`src/rtl/data_mem_pkg.sv`:
```
// data_mem_pkg: shared definitions for the data_mem_lsu load/store unit.
//   - RISC-V funct3 width/sign codes
//   - FSM state encoding and the registered response context
//   - helpers for funct3 legality, alignment and byte-enable generation
package data_mem_pkg;

  localparam int unsigned LANES = 4;

  localparam logic [2:0] F3_B  = 3'b000;
  localparam logic [2:0] F3_H  = 3'b001;
  localparam logic [2:0] F3_W  = 3'b010;
  localparam logic [2:0] F3_BU = 3'b100;
  localparam logic [2:0] F3_HU = 3'b101;

  typedef enum logic {
    ST_IDLE = 1'b0,
    ST_RESP = 1'b1
  } state_e;

  // What the response path needs to extend the registered RAM word.
  typedef struct packed {
    logic [2:0] f3;
    logic [1:0] off;
    logic       zero;
  } rsp_ctx_t;

  function automatic logic load_f3_legal(input logic [2:0] f3);
    return f3 inside {F3_B, F3_H, F3_W, F3_BU, F3_HU};
  endfunction

  function automatic logic store_f3_legal(input logic [2:0] f3);
    return f3 inside {F3_B, F3_H, F3_W};
  endfunction

  function automatic logic is_misaligned(input logic [2:0] f3, input logic [1:0] off);
    case (f3)
      F3_H, F3_HU: return off[0];
      F3_W:        return off != 2'b00;
      default:     return 1'b0;
    endcase
  endfunction

  // Offset forced down to the natural boundary of the access size.
  function automatic logic [1:0] align_off(input logic [2:0] f3, input logic [1:0] off);
    case (f3)
      F3_H, F3_HU: return {off[1], 1'b0};
      F3_W:        return 2'b00;
      default:     return off;
    endcase
  endfunction

  // Byte enables for a store; expects an already-aligned offset.
  function automatic logic [LANES-1:0] byte_en(input logic [2:0] f3, input logic [1:0] off);
    case (f3)
      F3_B:    return 4'(4'b0001 << off);
      F3_H:    return off[1] ? 4'b1100 : 4'b0011;
      F3_W:    return 4'b1111;
      default: return 4'b0000;
    endcase
  endfunction

endpackage

```
`src/rtl/data_mem_lsu_if.sv`:
```
// data_mem_lsu_if: request/response bus between the core memory stage (master)
// and data_mem_lsu (slave).
//   req_valid/req_ready  handshake; req_we, req_addr, req_funct3, req_wdata payload
//   rsp_valid            one-cycle response strobe; rsp_rdata, rsp_fault payload
interface data_mem_lsu_if #(
  parameter int unsigned DATA_WIDTH = 32,
  parameter int unsigned ADDR_WIDTH = 32
);
  logic                  req_valid;
  logic                  req_ready;
  logic                  req_we;
  logic [ADDR_WIDTH-1:0] req_addr;
  logic [2:0]            req_funct3;
  logic [DATA_WIDTH-1:0] req_wdata;
  logic                  rsp_valid;
  logic [DATA_WIDTH-1:0] rsp_rdata;
  logic                  rsp_fault;

  modport master (
    output req_valid, req_we, req_addr, req_funct3, req_wdata,
    input  req_ready, rsp_valid, rsp_rdata, rsp_fault
  );

  modport slave (
    input  req_valid, req_we, req_addr, req_funct3, req_wdata,
    output req_ready, rsp_valid, rsp_rdata, rsp_fault
  );
endinterface

```
`src/rtl/data_mem_bank.sv`:
```
// data_mem_bank: MEM_SIZE x DATA_WIDTH single-port RAM, byte-enable synchronous
// write and registered read. Kept standalone so a vendor macro can replace it.
//   clk      clock
//   i_we     write strobe, i_be lane enables, i_wdata lane-replicated data
//   i_re     read strobe; o_rdata updates only on a read and holds otherwise
//   i_addr   word index
module data_mem_bank
  import data_mem_pkg::*;
#(
  parameter int unsigned DATA_WIDTH = 32,
  parameter int unsigned MEM_SIZE   = 64,
  parameter int unsigned INIT_ZERO  = 1,
  localparam int unsigned IDX_W     = $clog2(MEM_SIZE)
) (
  input  logic                  clk,
  input  logic                  i_we,
  input  logic                  i_re,
  input  logic [IDX_W-1:0]      i_addr,
  input  logic [LANES-1:0]      i_be,
  input  logic [DATA_WIDTH-1:0] i_wdata,
  output logic [DATA_WIDTH-1:0] o_rdata
);

  if ((MEM_SIZE < 2) || ((MEM_SIZE & (MEM_SIZE - 1)) != 0)) begin : g_chk_size
    $error("data_mem_bank: MEM_SIZE must be a power of two and at least 2");
  end
  // The array has no reset; its power-up image (all zero when INIT_ZERO=1)
  // belongs to the RAM configuration, not to this logic.
  if (INIT_ZERO > 1) begin : g_chk_init
    $error("data_mem_bank: INIT_ZERO must be 0 or 1");
  end

  logic [DATA_WIDTH-1:0] r_mem [MEM_SIZE];
  logic [DATA_WIDTH-1:0] r_rdata;

  // Per-lane write leaves disabled lanes untouched; read is registered.
  always_ff @(posedge clk) begin
    if (i_we) begin
      for (int l = 0; l < int'(LANES); l++) begin
        if (i_be[l]) r_mem[i_addr][8*l +: 8] <= i_wdata[8*l +: 8];
      end
    end
    if (i_re) r_rdata <= r_mem[i_addr];
  end

  assign o_rdata = r_rdata;

endmodule

```
`src/rtl/data_mem_lsu.sv`:
```
// data_mem_lsu: RV32 load/store unit in front of a word-organised data RAM.
// Byte/halfword/word stores with byte enables, sign/zero-extended loads,
// valid/ready request handshake and a one-cycle registered load response.
//   clk, rst_n  clock and synchronous active-low reset
//   bus         data_mem_lsu_if.slave (request + response channels)
// Build option DATA_MEM_LSU_MISALIGN_TRAP_EN: misaligned accesses and illegal
// store funct3 raise a fault response instead of being aligned down/ignored.
module data_mem_lsu
  import data_mem_pkg::*;
#(
  parameter int unsigned DATA_WIDTH = 32,
  parameter int unsigned ADDR_WIDTH = 32,
  parameter int unsigned MEM_SIZE   = 64,
  parameter int unsigned INIT_ZERO  = 1
) (
  input  logic           clk,
  input  logic           rst_n,
  data_mem_lsu_if.slave  bus
);

  localparam int unsigned IDX_W = $clog2(MEM_SIZE);

  if (DATA_WIDTH != 32) begin : g_chk_dw
    $error("data_mem_lsu: DATA_WIDTH must be 32");
  end

  state_e                r_state, w_state_nxt;
  logic                  r_req_ready, w_req_ready_nxt;
  logic                  r_rsp_valid, w_rsp_valid_nxt;
  logic                  r_rsp_fault;
  rsp_ctx_t              r_ctx;

  logic                  w_accept;
  logic [1:0]            w_off, w_off_eff;
  logic [IDX_W-1:0]      w_idx;
  logic                  w_st_fault, w_ld_fault, w_resp_fault, w_resp_req;
  logic [LANES-1:0]      w_be;
  logic [DATA_WIDTH-1:0] w_wdata, w_word, w_rsp_rdata;
  logic [7:0]            w_byte;
  logic [15:0]           w_half;
  logic                  w_unused_addr;

  // Request decode.
  assign w_accept      = bus.req_valid & r_req_ready & rst_n;
  assign w_off         = bus.req_addr[1:0];
  assign w_idx         = bus.req_addr[IDX_W+1:2];
  assign w_unused_addr = ^bus.req_addr[ADDR_WIDTH-1:IDX_W+2];

`ifdef DATA_MEM_LSU_MISALIGN_TRAP_EN
  assign w_off_eff  = w_off;
  assign w_st_fault = is_misaligned(bus.req_funct3, w_off) | ~store_f3_legal(bus.req_funct3);
  assign w_ld_fault = is_misaligned(bus.req_funct3, w_off) | ~load_f3_legal(bus.req_funct3);
`else
  assign w_off_eff  = align_off(bus.req_funct3, w_off);
  assign w_st_fault = 1'b0;
  assign w_ld_fault = ~load_f3_legal(bus.req_funct3);
`endif

  assign w_resp_fault = bus.req_we ? w_st_fault : w_ld_fault;
  // Loads always respond; stores only when they fault.
  assign w_resp_req   = w_accept & (~bus.req_we | w_st_fault);
  // Illegal store funct3 already yields no lanes.
  assign w_be         = w_st_fault ? '0 : byte_en(bus.req_funct3, w_off_eff);

  // Store data replicated across lanes; enables pick the target lanes.
  always_comb begin
    w_wdata = bus.req_wdata;
    case (bus.req_funct3)
      F3_B:    w_wdata = {(DATA_WIDTH/8){bus.req_wdata[7:0]}};
      F3_H:    w_wdata = {(DATA_WIDTH/16){bus.req_wdata[15:0]}};
      default: w_wdata = bus.req_wdata;
    endcase
  end

  data_mem_bank #(
    .DATA_WIDTH (DATA_WIDTH),
    .MEM_SIZE   (MEM_SIZE),
    .INIT_ZERO  (INIT_ZERO)
  ) u_bank (
    .clk     (clk),
    .i_we    (w_accept & bus.req_we),
    .i_re    (w_accept & ~bus.req_we & ~w_ld_fault),
    .i_addr  (w_idx),
    .i_be    (w_be),
    .i_wdata (w_wdata),
    .o_rdata (w_word)
  );

  // Next state and registered-output values.
  always_comb begin
    w_state_nxt     = r_state;
    w_req_ready_nxt = 1'b0;
    w_rsp_valid_nxt = 1'b0;
    case (r_state)
      ST_IDLE: if (w_resp_req) w_state_nxt = ST_RESP;
      ST_RESP: w_state_nxt = ST_IDLE;
      default: w_state_nxt = ST_IDLE;
    endcase
    w_req_ready_nxt = (w_state_nxt == ST_IDLE);
    w_rsp_valid_nxt = (w_state_nxt == ST_RESP);
  end

  always_ff @(posedge clk) begin
    if (!rst_n) begin
      r_state     <= ST_IDLE;
      r_req_ready <= 1'b0;
      r_rsp_valid <= 1'b0;
      r_rsp_fault <= 1'b0;
      r_ctx       <= '{f3: 3'b000, off: 2'b00, zero: 1'b1};
    end else begin
      r_state     <= w_state_nxt;
      r_req_ready <= w_req_ready_nxt;
      r_rsp_valid <= w_rsp_valid_nxt;
      r_rsp_fault <= w_rsp_valid_nxt & w_resp_fault;
      if (w_resp_req) begin
        r_ctx <= '{f3: bus.req_funct3, off: w_off_eff, zero: w_resp_fault};
      end
    end
  end

  // Extension works off registered context only, so rdata holds between loads.
  assign w_byte = w_word[{r_ctx.off, 3'b000} +: 8];
  assign w_half = w_word[{r_ctx.off[1], 4'b0000} +: 16];

  always_comb begin
    w_rsp_rdata = '0;
    case (r_ctx.f3)
      F3_B:    w_rsp_rdata = {{(DATA_WIDTH-8){w_byte[7]}}, w_byte};
      F3_BU:   w_rsp_rdata = {{(DATA_WIDTH-8){1'b0}}, w_byte};
      F3_H:    w_rsp_rdata = {{(DATA_WIDTH-16){w_half[15]}}, w_half};
      F3_HU:   w_rsp_rdata = {{(DATA_WIDTH-16){1'b0}}, w_half};
      F3_W:    w_rsp_rdata = w_word;
      default: w_rsp_rdata = '0;
    endcase
    if (r_ctx.zero) w_rsp_rdata = '0;
  end

  assign bus.req_ready = r_req_ready;
  assign bus.rsp_valid = r_rsp_valid;
  assign bus.rsp_fault = r_rsp_fault;
  assign bus.rsp_rdata = w_rsp_rdata;

endmodule
```
`src/flat_wrapper.sv`:
```
// flat-port wrapper written by rule: the top's interface ports become plain ports
module data_mem_lsu_flat import data_mem_pkg::*;
#(
  parameter int unsigned DATA_WIDTH = 32,
  parameter int unsigned ADDR_WIDTH = 32,
  parameter int unsigned MEM_SIZE   = 64,
  parameter int unsigned INIT_ZERO  = 1
)
  (clk, rst_n, bus_req_valid, bus_req_we, bus_req_addr, bus_req_funct3, bus_req_wdata, bus_req_ready, bus_rsp_valid, bus_rsp_rdata, bus_rsp_fault);
  data_mem_lsu_if #(.DATA_WIDTH(DATA_WIDTH), .ADDR_WIDTH(ADDR_WIDTH)) bus_i ();
  input  logic clk;
  input  logic rst_n;
  input wire logic [$bits(bus_i.req_valid)-1:0] bus_req_valid;
  input wire logic [$bits(bus_i.req_we)-1:0] bus_req_we;
  input wire logic [$bits(bus_i.req_addr)-1:0] bus_req_addr;
  input wire logic [$bits(bus_i.req_funct3)-1:0] bus_req_funct3;
  input wire logic [$bits(bus_i.req_wdata)-1:0] bus_req_wdata;
  output wire logic [$bits(bus_i.req_ready)-1:0] bus_req_ready;
  output wire logic [$bits(bus_i.rsp_valid)-1:0] bus_rsp_valid;
  output wire logic [$bits(bus_i.rsp_rdata)-1:0] bus_rsp_rdata;
  output wire logic [$bits(bus_i.rsp_fault)-1:0] bus_rsp_fault;
  assign bus_i.req_valid = bus_req_valid;
  assign bus_i.req_we = bus_req_we;
  assign bus_i.req_addr = bus_req_addr;
  assign bus_i.req_funct3 = bus_req_funct3;
  assign bus_i.req_wdata = bus_req_wdata;
  assign bus_req_ready = bus_i.req_ready;
  assign bus_rsp_valid = bus_i.rsp_valid;
  assign bus_rsp_rdata = bus_i.rsp_rdata;
  assign bus_rsp_fault = bus_i.rsp_fault;
  data_mem_lsu #(.DATA_WIDTH(DATA_WIDTH), .ADDR_WIDTH(ADDR_WIDTH), .MEM_SIZE(MEM_SIZE), .INIT_ZERO(INIT_ZERO)) u_core (.clk(clk), .rst_n(rst_n), .bus(bus_i));
endmodule
```
`config.mk`:
```
export PLATFORM = sky130hd
export DESIGN_NAME = data_mem_lsu_flat
export DESIGN_NICKNAME = d
export VERILOG_FILES = /design/src/rtl/data_mem_pkg.sv /design/src/rtl/data_mem_lsu_if.sv /design/src/rtl/data_mem_bank.sv /design/src/rtl/data_mem_lsu.sv /design/src/flat_wrapper.sv
export SDC_FILE = /design/constraint.sdc
export NUM_CORES = 2
export LEC_CHECK = 0
export ABC_AREA = 1
export BUFFER_PORTS_ARGS = -buffer_cell sky130_fd_sc_hd__buf_2
export CELL_PAD_IN_SITES_DETAIL_PLACEMENT = 1
export CELL_PAD_IN_SITES_GLOBAL_PLACEMENT = 2
export CORE_ASPECT_RATIO = 1.4
export CORE_MARGIN = 4
export CORE_UTILIZATION = 45
export DETAILED_ROUTE_END_ITERATION = 8
export PLACE_DENSITY = 0.95
export SYNTH_ARGS = -nofsm -noshare
export SYNTH_HDL_FRONTEND = slang
export SYNTH_SLANG_ARGS = --single-unit
```
`constraint.sdc`:
```
create_clock -name clk -period 11.5 [get_ports clk]
set_input_delay 0.575 -clock clk [delete_from_list [all_inputs] [get_ports clk]]
set_output_delay 0.575 -clock clk [all_outputs]
set_load 0.1 [all_outputs]
```
# Word level (Yosys, flattened, before mapping)
# Memories as Yosys holds them, arrays and structs flattened. A register that Yosys moved wholly into a read port is not among the register bits.
# Cells that the tools add are included.
# word_totals
regBits	9
ram_bits	2048
mem_count	1
wordCells	53
output_inout_bits	35
# op_classes
n_mux	21
eq_ne	8
shifts	3
n_reduce_logical	4
bitwise	10
# mem_list
name	depth	word_bits	read_ports	rd_ports_with_merged_regs	wr	line_no	source
u_core.u_bank.r_mem	64	32	1	1	1	data_mem_bank.sv:33	logic [DATA_WIDTH-1:0] r_mem [MEM_SIZE];
# ops
operator	count
$pmux W32 S5	1
$pmux W32 S2	1
$mux W32	1
$shiftx A32 B6 Y16	1
$shiftx A32 B6 Y8	1
$mux W1	14
$eq A3 B3 Y1 const B	4
$pmux W4 S3	1
$and A1 B1 Y1	6
$eq A3 B1 Y1 const B	2
$eq A3 B2 Y1 const B	2
$logic_not A3 Y1	2
$reduce_bool A5 Y1	1
$mux W4	1
$not A1 Y1	4
$pmux W2 S2	1
$shl A1 B2 Y4 const A	1
$pmux W1 S2	1
$reduce_or A2 Y1	1

# Longest topological paths before layout
# logic_depth
depth_word	8
mapped_depth	11
depth_no_buf	10

# Modules after synthesis
# A second synthesis with hierarchy kept.
# hier_totals
cells_unflattened	9096
area_unflattened_um2	89812.4
# by_module_without_submodules
mod	area_each_um2	n_inst	seq_area_each_um2	cells_each
data_mem_bank	88020.7	1	62459.9	8723
data_mem_lsu	1791.7	1	180.2	373

# Worst setup path after synthesis
# No wires, ideal clock.
# synth_path
kind	input port to flip-flop
start	in bus_req_funct3[1]
end	mem u_core.u_bank.r_mem[0][10] (data pin)
t_required_ps	10798
arrival_time_ps	3735
cell_stages	6
setup_slack_ps	7063
path_cell_list	inv_1 nand2_2 buf_6 nand2_1 buf_2 o21ai_0
# synth_between
elab_chain_len	2
# synth_rtl
element	line_no	source
from (decl)	flat_wrapper.sv:16	input wire logic [$bits(bus_i.req_funct3)-1:0] bus_req_funct3;
$eq A3 B1 Y1 or $logic_not A3 Y1 (tied branches)	data_mem_lsu.sv:68	case (bus.req_funct3)
$pmux W32 S2 (*)	data_mem_lsu.sv:68	
named net u_core.u_bank.i_wdata[10]	data_mem_bank.sv:20	input logic [DATA_WIDTH-1:0] i_wdata,
to (decl)	data_mem_bank.sv:33	
# The timed path passes the listed nets; every way through them passes the cells marked *.

==> flow_metrics.py <==
metrics = {
    "final_layout": {
        "syn2layout_area_growth_pct": 9.41,
        "drive_above_1_share_pct": 6.92,
        "nets": 9052,
        "stdcell_count": 11800,
        "fillCellCount": 22000,
    },
    "setup_path": {
        "cp_max_fo": 96,
        "arrival_ns": 5.32,
        "endpoint_kind": "flip-flop",
        "rrSetupSlack_ns": 8.13,
        "crit_type": "input port to flip-flop",
        "cp.required_ns": 12.02,
        "r2r-start": "u_core.bus.req_ready$_SDFF_PN0_",
        "startpoint": "bus_req_addr[2]",
        "cp-start-kind": "input port",
        "rr_worst_depth": 4,
    },
    "sta": {
        "rsz0062_at_grt": "false",
        "finalSetupViolations": 0,
        "finalHoldViolCount": 0,
        "fin_hold_ws_ns": 0.0440,
        "drv_slew": 0,
        "tightest_slew_ns": 1.37,
        "finalSetupTns_ns": 0,
        "min_period_ns": 4.81,
        "relSlewSlack_pct": 8.28,
        "max_freq_mhz": 208,
        "clock-skew-final_ns": 0.0203,
        "post-route-period-util_pct": 41.8,
    },
    "power": {
        "p_leak_nw": 43.1,
        "p_int_w": 0.0121,
        "switching_share_pct": 22.9,
        "power.density_nw_per_um2": 157,
        "vdd_drop_max_v": 0.000114,
        "combPwrFrac_pct": 6.0,
        "pwr-share-clk_pct": 40.2,
        "switching_power_w": 0.00359,
        "seqPwrFrac_pct": 53.8,
    },
    "logic_synthesis": {
        "syn_nets": 9109,
        "netlist_area_sq_um": 91600,
        "ys.warnings.count": 0,
        "ys_ff_latch": 2089,
        "synthCells": 9038,
        "synth.distinct_cells": 32,
        "synth_seq_area_share_pct": 68.4,
        "syn-mean-instance-area_sq_um": 10.1,
    },
    "cts": {
        "path_clk_slew_ns": 0.07,
        "root_buffer": "clkbuf_16",
        "cts_tree": "built",
        "clock_latency_ns": 0.84,
        "post-cts-setup-buffers": 0,
        "cts.sinks": 2089,
        "cts_made_buffers": 194,
        "clockBufferDepth": 4,
        "cts_htree_levels": 4,
        "cts_resized": 0,
        "holdBufCountCts": 1,
    },
    "floorplan": {
        "die_h_um": 542,
        "rows": 195,
        "dieArea_sq_um": 211000,
        "coreArea_sq_um": 202000,
        "ioPinCount": 106,
        "start_util_pct": 45.4,
        "die_w_um": 389,
    },
    "placement": {
        "globalplace.congestion": 0.838,
        "place_inst": 11400,
        "numPortBuffers": 81,
        "hpwl_um": 175000,
    },
    "grt": {
        "gr-total-overflow": 0,
        "grt_pass1_vias": 68100,
        "grt_antenna_before_repair": 24,
        "grt_pass1_wl_um": 423000,
        "grt_max_degree": 217,
        "grt_usage_pct": 27.0,
    },
    "hold_path": {
        "hold_start": "rst_n",
        "whs_path_depth": 2,
        "worstHoldPathType": "input port to flip-flop",
    },
    "drt": {
        "drt_pre_antenna_iters": 6,
        "drc_errors": 0,
        "post_drt_wl_per_cell_um": 24.4,
        "detail_route.wirelength_um": 288000,
        "drt_first_iter_violations": 5719,
        "vias": 63400,
        "vias_per_cell": 5.38,
        "ant_nets": 0,
    },
    "run_status": {
        "status": "finished, final reports clean",
    },
    "run": {
        "maxCapViolations": 0,
    },
}
## cell families after synthesis
| group | count (synthesis) | share of synthesized area (%) |
|---|---|---|
| simple gates | 4237 | 19.2 |
| buf+inv | 2335 | 10.2 |
| flops | 2089 | 68.4 |
| compound gates | 369 | 2.18 |
| mux | 8 | 0.0983 |
## worst max-delay path: stages
cell and delay (ns):
buf_8 0.44, buf_4 0.87, buf_4 0.75, buf_4 0.94, nand2_1 0.14, nand3_1 0.13
nand2_1 0.07, o21ai_0 0.16, nand2_1 0.14, nor2_1 0.52, nand2_1 0.31
## sequential cells by signal (all words and copies together) (netlist names)
register and cells:
u_core.u_bank.r_mem 2048, u_core.r_ctx 6, u_core.r_state 1, u_core.u_bank.o_rdata 32, u_core.bus.req_ready 1, u_core.bus.rsp_fault 1
## stage by stage
stage | setup WS (ns) | util, % | instance area, sq um | total power (W)
6_report | 6.69 | 49.6 | 100000 | 0.0157
5_1_grt | 6.53 | 49.6 | 100000 | 0.0162
4_1_cts | 6.82 | 49.6 | 100000 | 0.0158
3_5_place_dp | 6.00 | 46.6 | 94200 | 0.00954
3_3_place_gp | 6.02 | 46.6 | 94200 | 0.00950
2_1_floorplan | 7.06 | - | 91600 | 0.00913
## worst paths after layout
kind                                                              end
worst max-delay path              u_core.u_bank.o_rdata[15]$_DFFE_PP_
worst min-delay path                     u_core.r_ctx[0]$_SDFFE_PN1P_
worst max register to register  u_core.u_bank.r_mem[60][27]$_DFFE_PP_
worst min register to register        u_core.bus.rsp_fault$_SDFF_PN0_
## Yosys cell counts
cell | n | area [sq um]
inv_2 | 4 | 15.0
or2_0 | 2 | 12.5
buf_6 | 29 | 327
nand2_1 | 2692 | 10100
nor2_2 | 14 | 87.6
a31oi_1 | 18 | 113
nand3_1 | 981 | 4910
a21oi_1 | 10 | 50.1
buf_2 | 197 | 986
edfxtp_1 | 2080 | 62500
o21ai_0 | 271 | 1360
clkbuf_1 | 146 | 548
o221ai_1 | 6 | 52.6
o21ai_1 | 23 | 115
clkinv_1 | 2 | 7.51
buf_4 | 27 | 203
buf_1 | 16 | 60.1
o211ai_1 | 33 | 248
inv_1 | 1913 | 7180
a21oi_4 | 1 | 16.3
inv_4 | 1 | 6.26
nor3_1 | 10 | 50.1
nor2_1 | 397 | 1490
nand3b_1 | 1 | 7.51
nand2_2 | 3 | 18.8
or2_2 | 129 | 807
nand4_1 | 3 | 18.8
o22ai_1 | 7 | 43.8
nand2_4 | 1 | 11.3
nand3_4 | 4 | 70.1
dfxtp_1 | 9 | 180
mux2_2 | 8 | 90.1
## layout make-up
type | count | area (sq um) | share of cell area (%)
inverter | 1920 | 7230 | 7.21
tap | 2659 | 3330 | 3.32
clock buffer | 222 | 5040 | 5.03
antenna | 12 | 30.0 | 0.0299
timing repair buffer | 162 | 1140 | 1.14
clock inverter | 121 | 1000 | 1.00
sequential | 2089 | 62600 | 62.5
multi-input combinational | 4614 | 19900 | 19.8
## power by group through the flow
| stage | Combinational (W) | Sequential, W | Clock [W] |
|---|---|---|---|
| after CTS | 0.000936 | 0.00845 | 0.00636 |
| after global placement | 0.000885 | 0.00862 | 0 |
| after detailed placement | 0.000926 | 0.00862 | 0 |
| after floorplan | 0.000504 | 0.00863 | 0 |
| final | 0.000947 | 0.00845 | 0.00631 |
| after global routing | 0.00101 | 0.00845 | 0.00669 |
## cells in the final DEF (no fill, tap or decap), types with 10 or more instances in the layout
cell       instances
nand2_1         2683
edfxtp_1        2080
inv_1           1913
nand3_1          981
nor2_1           394
o21ai_0          263
clkbuf_16        198
or2_2            129
buf_2             80
buf_4             71
clkinv_2          50
clkinv_1          43
o211ai_1          33
clkbuf_1          24
o21ai_1           23
a31oi_1           18
bufinv_16         16
nor2_2            13
diode_2           12
nand2_2           12
a21oi_1           10
## metal layers
| layer | vias up | routed length, um | track usage [%] |
|---|---|---|---|
| met4 | 10 | 20500 | 17.2 |
| met3 | 729 | 20700 | 5.05 |
| met2 | 2282 | 143000 | 46.8 |
| met5 | - | 64 | 0 |
| li1 | 28500 | - | - |
| met1 | 32000 | 104000 | 30.7 |
No activity file was read; power rests on OpenSTA's default activity.
